### src/rtl/ks_adder_pipe_if.sv
// ks_adder_pipe_if: operand/result handshake bundle for ks_adder_pipe.
//   in_valid/in_ready   : operand handshake (a, b, ci, sub)
//   out_valid/out_ready : result handshake (sum, co[, ovf])
//   ovf exists only when KS_ADDER_PIPE_OVF_EN is defined.
// Modports: master = operand producer / result consumer, slave = the adder.
interface ks_adder_pipe_if #(
  parameter int unsigned WIDTH = 16
);
  logic             in_valid;
  logic             in_ready;
  logic [WIDTH-1:0] a;
  logic [WIDTH-1:0] b;
  logic             ci;
  logic             sub;
  logic             out_valid;
  logic             out_ready;
  logic [WIDTH-1:0] sum;
  logic             co;
`ifdef KS_ADDER_PIPE_OVF_EN
  logic             ovf;
`endif

  modport master (
`ifdef KS_ADDER_PIPE_OVF_EN
    input  ovf,
`endif
    output in_valid, a, b, ci, sub, out_ready,
    input  in_ready, out_valid, sum, co
  );

  modport slave (
`ifdef KS_ADDER_PIPE_OVF_EN
    output ovf,
`endif
    input  in_valid, a, b, ci, sub, out_ready,
    output in_ready, out_valid, sum, co
  );
endinterface

### src/rtl/ks_adder_pipe.sv
// ks_adder_pipe: pipelined Kogge-Stone adder/subtractor.
//   {co,sum} = a + (sub ? ~b : b) + (ci ^ sub)
// Stage 0 registers per-bit generate/propagate; one register stage follows
// each of the LEVELS = clog2(WIDTH) prefix levels, so latency is LEVELS+1.
// A single stall (head valid, consumer not ready) freezes every stage.
// Ports:
//   clk   : clock, rising edge
//   rst_n : synchronous active-low reset
//   bus   : ks_adder_pipe_if.slave (in_valid/in_ready/a/b/ci/sub,
//           out_valid/out_ready/sum/co)
// Optional: define KS_ADDER_PIPE_OVF_EN to add bus.ovf (signed overflow).
module ks_adder_pipe #(
  parameter int unsigned WIDTH = 16
) (
  input  logic            clk,
  input  logic            rst_n,
  ks_adder_pipe_if.slave  bus
);
  localparam int unsigned LEVELS = $clog2(WIDTH);
  localparam int unsigned LAT    = LEVELS + 1;

  logic [LAT-1:0]              vld;
  logic [LEVELS:0][WIDTH-1:0]  gq;  // group generate per stage
  logic [LEVELS-1:0][WIDTH-1:0] pq; // group propagate (not needed after last level)
  logic [LEVELS:0][WIDTH-1:0]  xq;  // original a ^ b_eff, needed for the sum
  logic [LEVELS:0]             cq;  // effective carry-in
  logic                        stall;

  logic [WIDTH-1:0] b_eff;
  logic [WIDTH-1:0] p_in;
  logic [WIDTH-1:0] g_in;
  logic             cin;

  // Carry-in is folded into bit 0 so the prefix tree sees it as a generate;
  // bit-0 propagate is then cleared because nothing lies below it.
  always_comb begin
    b_eff   = bus.sub ? ~bus.b : bus.b;
    cin     = bus.ci ^ bus.sub;
    p_in    = bus.a ^ b_eff;
    g_in    = bus.a & b_eff;
    g_in[0] = g_in[0] | (p_in[0] & cin);
  end

  assign stall         = vld[LAT-1] & ~bus.out_ready;
  assign bus.in_ready  = ~stall;
  assign bus.out_valid = vld[LAT-1];

  // Carry into bit i is the final group generate of bit i-1 (cin for bit 0).
  assign bus.sum = xq[LEVELS] ^ {gq[LEVELS][WIDTH-2:0], cq[LEVELS]};
  assign bus.co  = gq[LEVELS][WIDTH-1];

`ifdef KS_ADDER_PIPE_OVF_EN
  assign bus.ovf = gq[LEVELS][WIDTH-1] ^ gq[LEVELS][WIDTH-2];
`endif

  // Level k combines with the partner 2^(k-1) bits below. Shifting in zeros
  // for generate and ones for propagate leaves the low bits without a
  // partner unchanged, which also handles non-power-of-two widths.
  always_ff @(posedge clk) begin
    if (!rst_n) begin
      vld        <= '0;
      gq[LEVELS] <= '0;
      xq[LEVELS] <= '0;
      cq[LEVELS] <= 1'b0;
    end else if (!stall) begin
      vld   <= {vld[LAT-2:0], bus.in_valid};
      gq[0] <= g_in;
      pq[0] <= {p_in[WIDTH-1:1], 1'b0};
      xq[0] <= p_in;
      cq[0] <= cin;
      for (int unsigned k = 1; k <= LEVELS; k++) begin
        gq[k] <= gq[k-1] | (pq[k-1] & (gq[k-1] << (32'd1 << (k - 1))));
        xq[k] <= xq[k-1];
        cq[k] <= cq[k-1];
      end
      for (int unsigned k = 1; k < LEVELS; k++) begin
        pq[k] <= pq[k-1] & ((pq[k-1] << (32'd1 << (k - 1)))
                            | ~({WIDTH{1'b1}} << (32'd1 << (k - 1))));
      end
    end
  end
endmodule

### src/flat_wrapper.sv
// flat-port wrapper written by rule: the top's interface ports become plain ports
module ks_adder_pipe_flat 
#(
  parameter int unsigned WIDTH = 16
)
  (clk, rst_n, bus_in_valid, bus_a, bus_b, bus_ci, bus_sub, bus_out_ready, bus_in_ready, bus_out_valid, bus_sum, bus_co);
  ks_adder_pipe_if #(.WIDTH(WIDTH)) bus_i ();
  input  logic clk;
  input  logic rst_n;
  input wire logic [$bits(bus_i.in_valid)-1:0] bus_in_valid;
  input wire logic [$bits(bus_i.a)-1:0] bus_a;
  input wire logic [$bits(bus_i.b)-1:0] bus_b;
  input wire logic [$bits(bus_i.ci)-1:0] bus_ci;
  input wire logic [$bits(bus_i.sub)-1:0] bus_sub;
  input wire logic [$bits(bus_i.out_ready)-1:0] bus_out_ready;
  output wire logic [$bits(bus_i.in_ready)-1:0] bus_in_ready;
  output wire logic [$bits(bus_i.out_valid)-1:0] bus_out_valid;
  output wire logic [$bits(bus_i.sum)-1:0] bus_sum;
  output wire logic [$bits(bus_i.co)-1:0] bus_co;
  assign bus_i.in_valid = bus_in_valid;
  assign bus_i.a = bus_a;
  assign bus_i.b = bus_b;
  assign bus_i.ci = bus_ci;
  assign bus_i.sub = bus_sub;
  assign bus_i.out_ready = bus_out_ready;
  assign bus_in_ready = bus_i.in_ready;
  assign bus_out_valid = bus_i.out_valid;
  assign bus_sum = bus_i.sum;
  assign bus_co = bus_i.co;
  ks_adder_pipe #(.WIDTH(WIDTH)) u_core (.clk(clk), .rst_n(rst_n), .bus(bus_i));
endmodule
### config.mk
export PLATFORM = sky130hd
export DESIGN_NAME = ks_adder_pipe_flat
export DESIGN_NICKNAME = d
export VERILOG_FILES = /design/src/rtl/ks_adder_pipe_if.sv /design/src/rtl/ks_adder_pipe.sv /design/src/flat_wrapper.sv
export SDC_FILE = /design/constraint.sdc
export NUM_CORES = 1
export LEC_CHECK = 0
export ABC_AREA = 1
export CORE_ASPECT_RATIO = 1.25
export CORE_UTILIZATION = 58
export DETAILED_ROUTE_END_ITERATION = 8
export PLACE_DENSITY_LB_ADDON = 0.12
export SYNTH_ARGS = -nofsm -noshare
export SYNTH_HDL_FRONTEND = slang
export SYNTH_SLANG_ARGS = --single-unit
### constraint.sdc
create_clock -name clk -period 13.6 [get_ports clk]
set_input_delay 4.08 -clock clk [delete_from_list [all_inputs] [get_ports clk]]
set_output_delay 4.08 -clock clk [all_outputs]
set_load 0.03 [all_outputs]
==> reports/results.ini, run 1 <==
[run_status]
status=finished clean

[timing]
final-setup-viol-count=0
setup_slack_ns=3.73
skew_ns=0.0170
worst_pin_slew_ns=1.35
rsz0062_at_grt=no
finalMaxSlewViolations=0
fmax_mhz=101
hold_viol=0
final.min_clock_period_ns=9.87
min_period_over_period_pct=72.6
slew_headroom_pct=9.70
finalSetupTns_ns=0

[clock_network]
clk_latency_ns=0.48
cts_sinks=204
path_clk_slew_ns=0.06
h-tree-depth=1
ctsHoldBuffers=0
cts_setup_buffers=0
cts_buffers=19
cts_tree=built
cts-resized-gates=0
clockBufferDepth=3
clockRootBuffer=clkbuf_16

[floorplan]
core-area_sq_mm=0.0132
dieArea_sq_mm=0.0139
io_pins=57
rows=47
start_util_pct=59.3
die_w_um=106
die_y_um=132

[synth]
synth_area_leaders=edfxtp_1 (64%), dfxtp_1 (9.7%), nand2_1 (4.7%)
ys_seq_area_share_pct=73.6
synthCells=609
synth_edf_count=166
synth_nets=663
async_flop_share_pct=0
synth_seq_cells=204
synth_top_flop_cell=edfxtp_1
syn-cell-area_sq_mm=0.00781
yosys_warnings=0
synth_common_cells=edfxtp_1 (166), nand2_1 (97), inv_1 (86)
synth_most_common_cell=edfxtp_1
avgSynthCellArea_sq_um=12.8
synth_cell_types=17
yosysTopAreaCell=edfxtp_1
synth_top_area_share_pct=63.8

[routing]
dr.pass1.iters=5
viasPerCell=4.77
drt-total-wl_mm=10.6
routedWlPerCell_um=12.4
ant_nets=0
vias=4087
first_iter_violations=222
drc=0

[critical_path]
worst_path_most_repeated_cell=clkdlybuf4s50_1
cp-start-kind=input pin
rr_endpoint=u_core.gq[2]$_DFFE_PP_
cp_data_arrival_time_ns=5.79
critical_path.slowest_cell=clkdlybuf4s50_1
crit_fanout=38
critPathCaptureType=primary output
r2r_cells=6
reg2reg_from=u_core.vld[4]$_SDFFE_PN0N_
reg2reg_slack_ns=10.17
crit_type=input pin to primary output
crit_chain=clkdlybuf4s50_1, inv_2, nand2_1, clkdlybuf4s50_1
crit_required_ns=9.52
cpPeakStageDelay_ns=0.65

[layout]
diodes=0
finalInstanceArea_sq_mm=0.00905
fillers=947
layout.cells.non_filler=856
final_nets=726
final_util_pct=68.7
multiInputGateArea_sq_mm=0.00163
drive_gt1_share_pct=4.82
synthToLayoutAreaGrowth_pct=15.9
regArea_sq_mm=0.00575

[placement]
placed_area_sq_mm=0.00851
placedCellCount=822
place_congestion=0.722
io_buffer_count=56
dp_slack_ns=3.73
dp_hpwl_mm=6.81

[power]
p_leak_nw=3.89
peakVddDrop_mv=0.0919
powerDensity_mw_per_mm2=147

[global_route]
overflow=0
grt_pass1_vias=3954
track_usage_pct=16.2
grt_pass1_wl_mm=18.1
grt_max_degree=89
antenna_found_initial=0

[flow_run]
max_cap_violations=0

[hold_path]
hp-class=flop to flop
hp-start=u_core.xq[47]$_DFFE_PP_
hold_end=u_core.xq[63]$_DFFE_PP_
min_path_cells=0

worst max-delay path, delay by kind of cell:
| family | cells | cell delay [ns] |
|---|---|---|
| buffers and inverters | 3 | 1.57 |
| and+or+nand+nor | 1 | 0.15 |
through the flow:
| step | hold WS [ns] | power, mW |
|---|---|---|
| after floorplan | 0.400 | 0.841 |
| after global placement | 0.403 | 0.878 |
| after detailed placement | 0.405 | 0.883 |
| after CTS | 0.415 | 1.35 |
| after global routing | 0.421 | 1.39 |
| final | 0.414 | 1.33 |
sequential cells by signal, summed over array words and instances, names as in the netlist:
name / count
u_core.bus.co: 1
u_core.cq: 5
u_core.gq: 79
u_core.pq: 34
u_core.vld: 5
u_core.xq: 80
layout by cell type (no fill, tap or decap), types with 2 or more instances in the layout:
| master | instances |
|---|---|
| edfxtp_1 | 166 |
| nand3_1 | 38 |
| clkbuf_16 | 19 |
| inv_1 | 86 |
| clkbuf_1 | 8 |
| dfxtp_1 | 38 |
| a21o_1 | 38 |
| inv_2 | 2 |
| nor2_1 | 74 |
| clkdlybuf4s50_1 | 56 |
| xor2_1 | 32 |
| nand2_1 | 97 |
| ha_1 | 16 |
| clkinv_2 | 4 |
| buf_4 | 4 |
worst max-delay path by stage:
stage | start | to | slack (ns) | cells after the start
floorplan | bus_out_ready | u_core.cq[0]$_DFFE_PP_ | 1.57 | 4
global placement | bus_out_ready | bus_in_ready | 3.75 | 4
detailed placement | bus_out_ready | bus_in_ready | 3.73 | 4
CTS | bus_out_ready | bus_in_ready | 3.72 | 4
global route | bus_out_ready | bus_in_ready | 3.58 | 4
finish | bus_out_ready | bus_in_ready | 3.73 | 4
kinds of logic (layout without fill, tap and decap cells):
logic type               after synthesis  in the layout  synth area share [%]
XOR/XNOR                              32             32                  3.59
AO/OA/AOI/OAI                         39             39                  3.72
adder cells (fa/ha/maj)               16             16                  2.56
AND/OR/NAND/NOR                      212            212                  10.9
buffers and inverters                106            182                  5.70
flip-flops                           204            204                  73.6
cell type report:
class	count	share of cell area (%)
Sequential cell	204	63.5
Multi-Input combinational cell	299	18.0
Timing Repair Buffer	60	6.53
Clock buffer	27	5.59
Inverter	88	3.65
Tap cell	171	2.36
Clock inverter	7	0.415
metal layers:
metal / GRT usage [%] / wire, um
met4: 5.79 / 208
met3: 2.97 / 424
met5: 0 / 0
met1: 20.5 / 4540
met2: 27.9 / 5430
power breakdown:
group	total, mW	leakage, nW	switching (mW)	internal (mW)
registers	0.764	1.95	0.0270	0.737
clock network	0.465	0.265	0.204	0.260
logic	0.103	1.68	0.0570	0.0464
total	1.33	3.89	0.288	1.04
No activity file was read; power rests on OpenSTA's default activity.
==> inputs of run 2 (changes only) <==
--- a/config.mk
+++ b/config.mk
@@ -7,7 +7,7 @@
 export LEC_CHECK = 0
 export ABC_AREA = 1
 export CORE_ASPECT_RATIO = 1.25
-export CORE_UTILIZATION = 58
+export CORE_UTILIZATION = 52
 export DETAILED_ROUTE_END_ITERATION = 8
 export PLACE_DENSITY_LB_ADDON = 0.12
 export SYNTH_ARGS = -nofsm -noshare
==> constraint.sdc (replaced) <==
create_clock -name clk -period 8.8 [get_ports clk]
set_input_delay 2.64 -clock clk [delete_from_list [all_inputs] [get_ports clk]]
set_output_delay 2.64 -clock clk [all_outputs]
set_load 0.03 [all_outputs]
==> run 2 against run 1 <==
  * The run now ends with design-rule violations left
  * Sequential cell count unchanged
  * Combinational power up 58%
  * Global-route usage down 1.1 points
  * Sequential share of layout area down 0.48 points
  * Core utilization down 5.9 points
  * Via count up 0.37%
  * Cell count up 0.70%
  * Clock-buffer cell count up 3
  * Die area up 11%
  * Wire length up 4.5%
  * Highest routed layer unchanged
==> reports/results.ini, run 2 (synthesized netlist as in run 1, its figures left out) <==
[run_status]
status=finished, violations left  ; was finished clean
violations=design-rule violations

[routing]
vias=4102  ; was 4087
drc=7  ; was 0
routedWlPerCell_um=12.9  ; was 12.4 um
first_iter_violations=206  ; was 222
drt-total-wl_mm=11.1  ; was 10.6 mm
ant_nets=0  ; unchanged
dr_wl_met3_um=495  ; was 424 um
dr.pass1.iters=9  ; was 5
viasPerCell=4.76  ; was 4.77
top_layer_used=met4  ; unchanged
wl_met2_mm=5.74  ; was 5.43 mm
m1WireLength_mm=4.63  ; was 4.54 mm

[power]
p_comb_share_pct=7.7  ; was 7.8%
sw_frac_of_total_pct=21.2  ; was 21.6%
pwr-share-clk_pct=36.1  ; was 34.9%
p_switching_mw=0.445  ; was 0.288 mW
power_frac_seq_pct=56.2  ; was 57.4%
peakVddDrop_mv=0.126  ; was 0.0919 mV
powerDensity_mw_per_mm2=230  ; was 147 mW/mm^2
p_leak_nw=3.91  ; was 3.89 nW
p_total_mw=2.10  ; was 1.33 mW
p_int_mw=1.66  ; was 1.04 mW

[floorplan]
die_y_um=139  ; was 132 um
die_w_um=112  ; was 106 um
start_util_pct=53.8  ; was 59.3%
io_pins=57  ; unchanged
core-area_sq_mm=0.0145  ; was 0.0132 sq mm
dieArea_sq_mm=0.0155  ; was 0.0139 sq mm
rows=49  ; was 47

[critical_path]
crit_type=input pin to primary output  ; unchanged
cp-start-kind=input pin  ; unchanged
crit_required_ns=6.16  ; was 9.52 ns
cp_data_arrival_time_ns=4.35  ; was 5.79 ns
critPathCaptureType=primary output  ; unchanged
crit_fanout=38  ; unchanged

[clock_network]
cts-resized-gates=0  ; unchanged
path_clk_slew_ns=0.06  ; about the same
clockRootBuffer=clkbuf_16  ; unchanged
cts_buffers=20  ; was 19
ctsHoldBuffers=0  ; unchanged
h-tree-depth=1  ; unchanged
cts_sinks=204  ; unchanged
cts_tree=built  ; unchanged
cts_setup_buffers=0  ; unchanged
clockBufferDepth=3  ; unchanged
clk_latency_ns=0.48  ; about the same

[timing]
fmax_mhz=143
hold_viol=0  ; unchanged
worst_pin_slew_ns=1.32  ; was 1.35 ns
slew_headroom_pct=12.2  ; was 9.70%
skew_ns=0.00692  ; was 0.0170 ns
rsz0062_at_grt=no  ; unchanged
min_period_over_period_pct=79.4
finalMaxSlewViolations=0  ; unchanged
final-setup-viol-count=0  ; unchanged
finalSetupTns_ns=0  ; unchanged
final.min_clock_period_ns=6.99

[flow_run]
max_cap_violations=0  ; unchanged

[global_route]
grt_pass1_vias=4155  ; was 3954
grt_pass1_wl_mm=18.9  ; was 18.1 mm
antenna_found_initial=0  ; unchanged
track_usage_pct=15.1  ; was 16.2%
grt_max_degree=75  ; was 89
overflow=0  ; unchanged

[layout]
synthToLayoutAreaGrowth_pct=16.8  ; was 15.9%
finalInstanceArea_sq_mm=0.00912  ; was 0.00905 sq mm
drive_gt1_share_pct=4.39  ; was 4.82%
final_nets=726  ; unchanged
reg.largest.list=u_core.xq: 80 flops, u_core.gq: 79 flops, u_core.pq: 34 flops  ; unchanged
largest_reg_flops=80  ; unchanged
regMostFlops=u_core.xq  ; unchanged
final_common_cell=edfxtp_1  ; unchanged
diodes=0  ; unchanged
layout_common_cells=edfxtp_1 (166), nand2_1 (97), inv_1 (86)  ; unchanged

[placement]
place_congestion=0.721  ; was 0.722
placed_area_sq_mm=0.00853  ; was 0.00851 sq mm
io_buffer_count=56  ; unchanged
dp_hpwl_mm=7.32  ; was 6.81 mm

[hold_path]
hp-class=flop to flop  ; unchanged

## run 2: cell types whose count changed in the layout (fill, tap and decap cells not counted), sizes merged
cell	delta
inv	-1
clkbuf	+3
clkinvlp	-1
clkinv	-1
buf	-1
## run 2: path summary, 6_finish.rpt
kind / to / from / depth (start not counted) / slack [ns]
max: bus_in_ready / bus_out_ready / 4 / 1.81
min: u_core.xq[58]$_DFFE_PP_ / u_core.xq[42]$_DFFE_PP_ / 0 / 0.42
max reg2reg: u_core.gq[45]$_DFFE_PP_ / u_core.vld[4]$_SDFFE_PN0N_ / 5 / 5.77
min reg2reg: u_core.xq[58]$_DFFE_PP_ / u_core.xq[42]$_DFFE_PP_ / 0 / 0.42
## run 2: per-layer routing
metal  up-vias  track usage, %
met5         -               0
met4         0            5.05
met3        16            3.06
met2        78            26.7
met1      1878            18.3
li1       2130               -
## run 2: critical path: stages
cell and delay (ns):
clkdlybuf4s50_1 0.45, inv_2 0.47, nand2_1 0.14, clkdlybuf4s50_1 0.64
## run 2: layout make-up
class | instances | area [sq um]
Sequential cell | 204 | 5750
Fill cell | 1143 | 5410
Multi-Input combinational cell | 299 | 1630
Timing Repair Buffer | 59 | 608
Clock buffer | 30 | 569
Inverter | 88 | 330
Tap cell | 178 | 223
Clock inverter | 4 | 16.3
## run 2: power by group through the flow
stage	combinational, mW	clock, mW	sequential (mW)
2_1_floorplan	0.105	0	1.19
3_3_place_gp	0.159	0	1.20
3_5_place_dp	0.164	0	1.20
4_1_cts	0.165	0.782	1.18
5_1_grt	0.183	0.821	1.19
6_report	0.163	0.758	1.18
## run 2: metrics by stage
| stage | hold WS [ns] | worst slack [ns] | utilization (%) | std cells |
|---|---|---|---|---|
| global route | 0.424 | 1.71 | 62.8 | 862 |
| global placement | 0.403 | 1.83 | 58.7 | 828 |
| detailed placement | 0.405 | 1.81 | 58.7 | 828 |
| CTS | 0.417 | 1.80 | 62.8 | 862 |
| finish | 0.416 | 1.81 | 62.8 | 862 |
| floorplan | 0.400 | 1.06 | - | 609 |
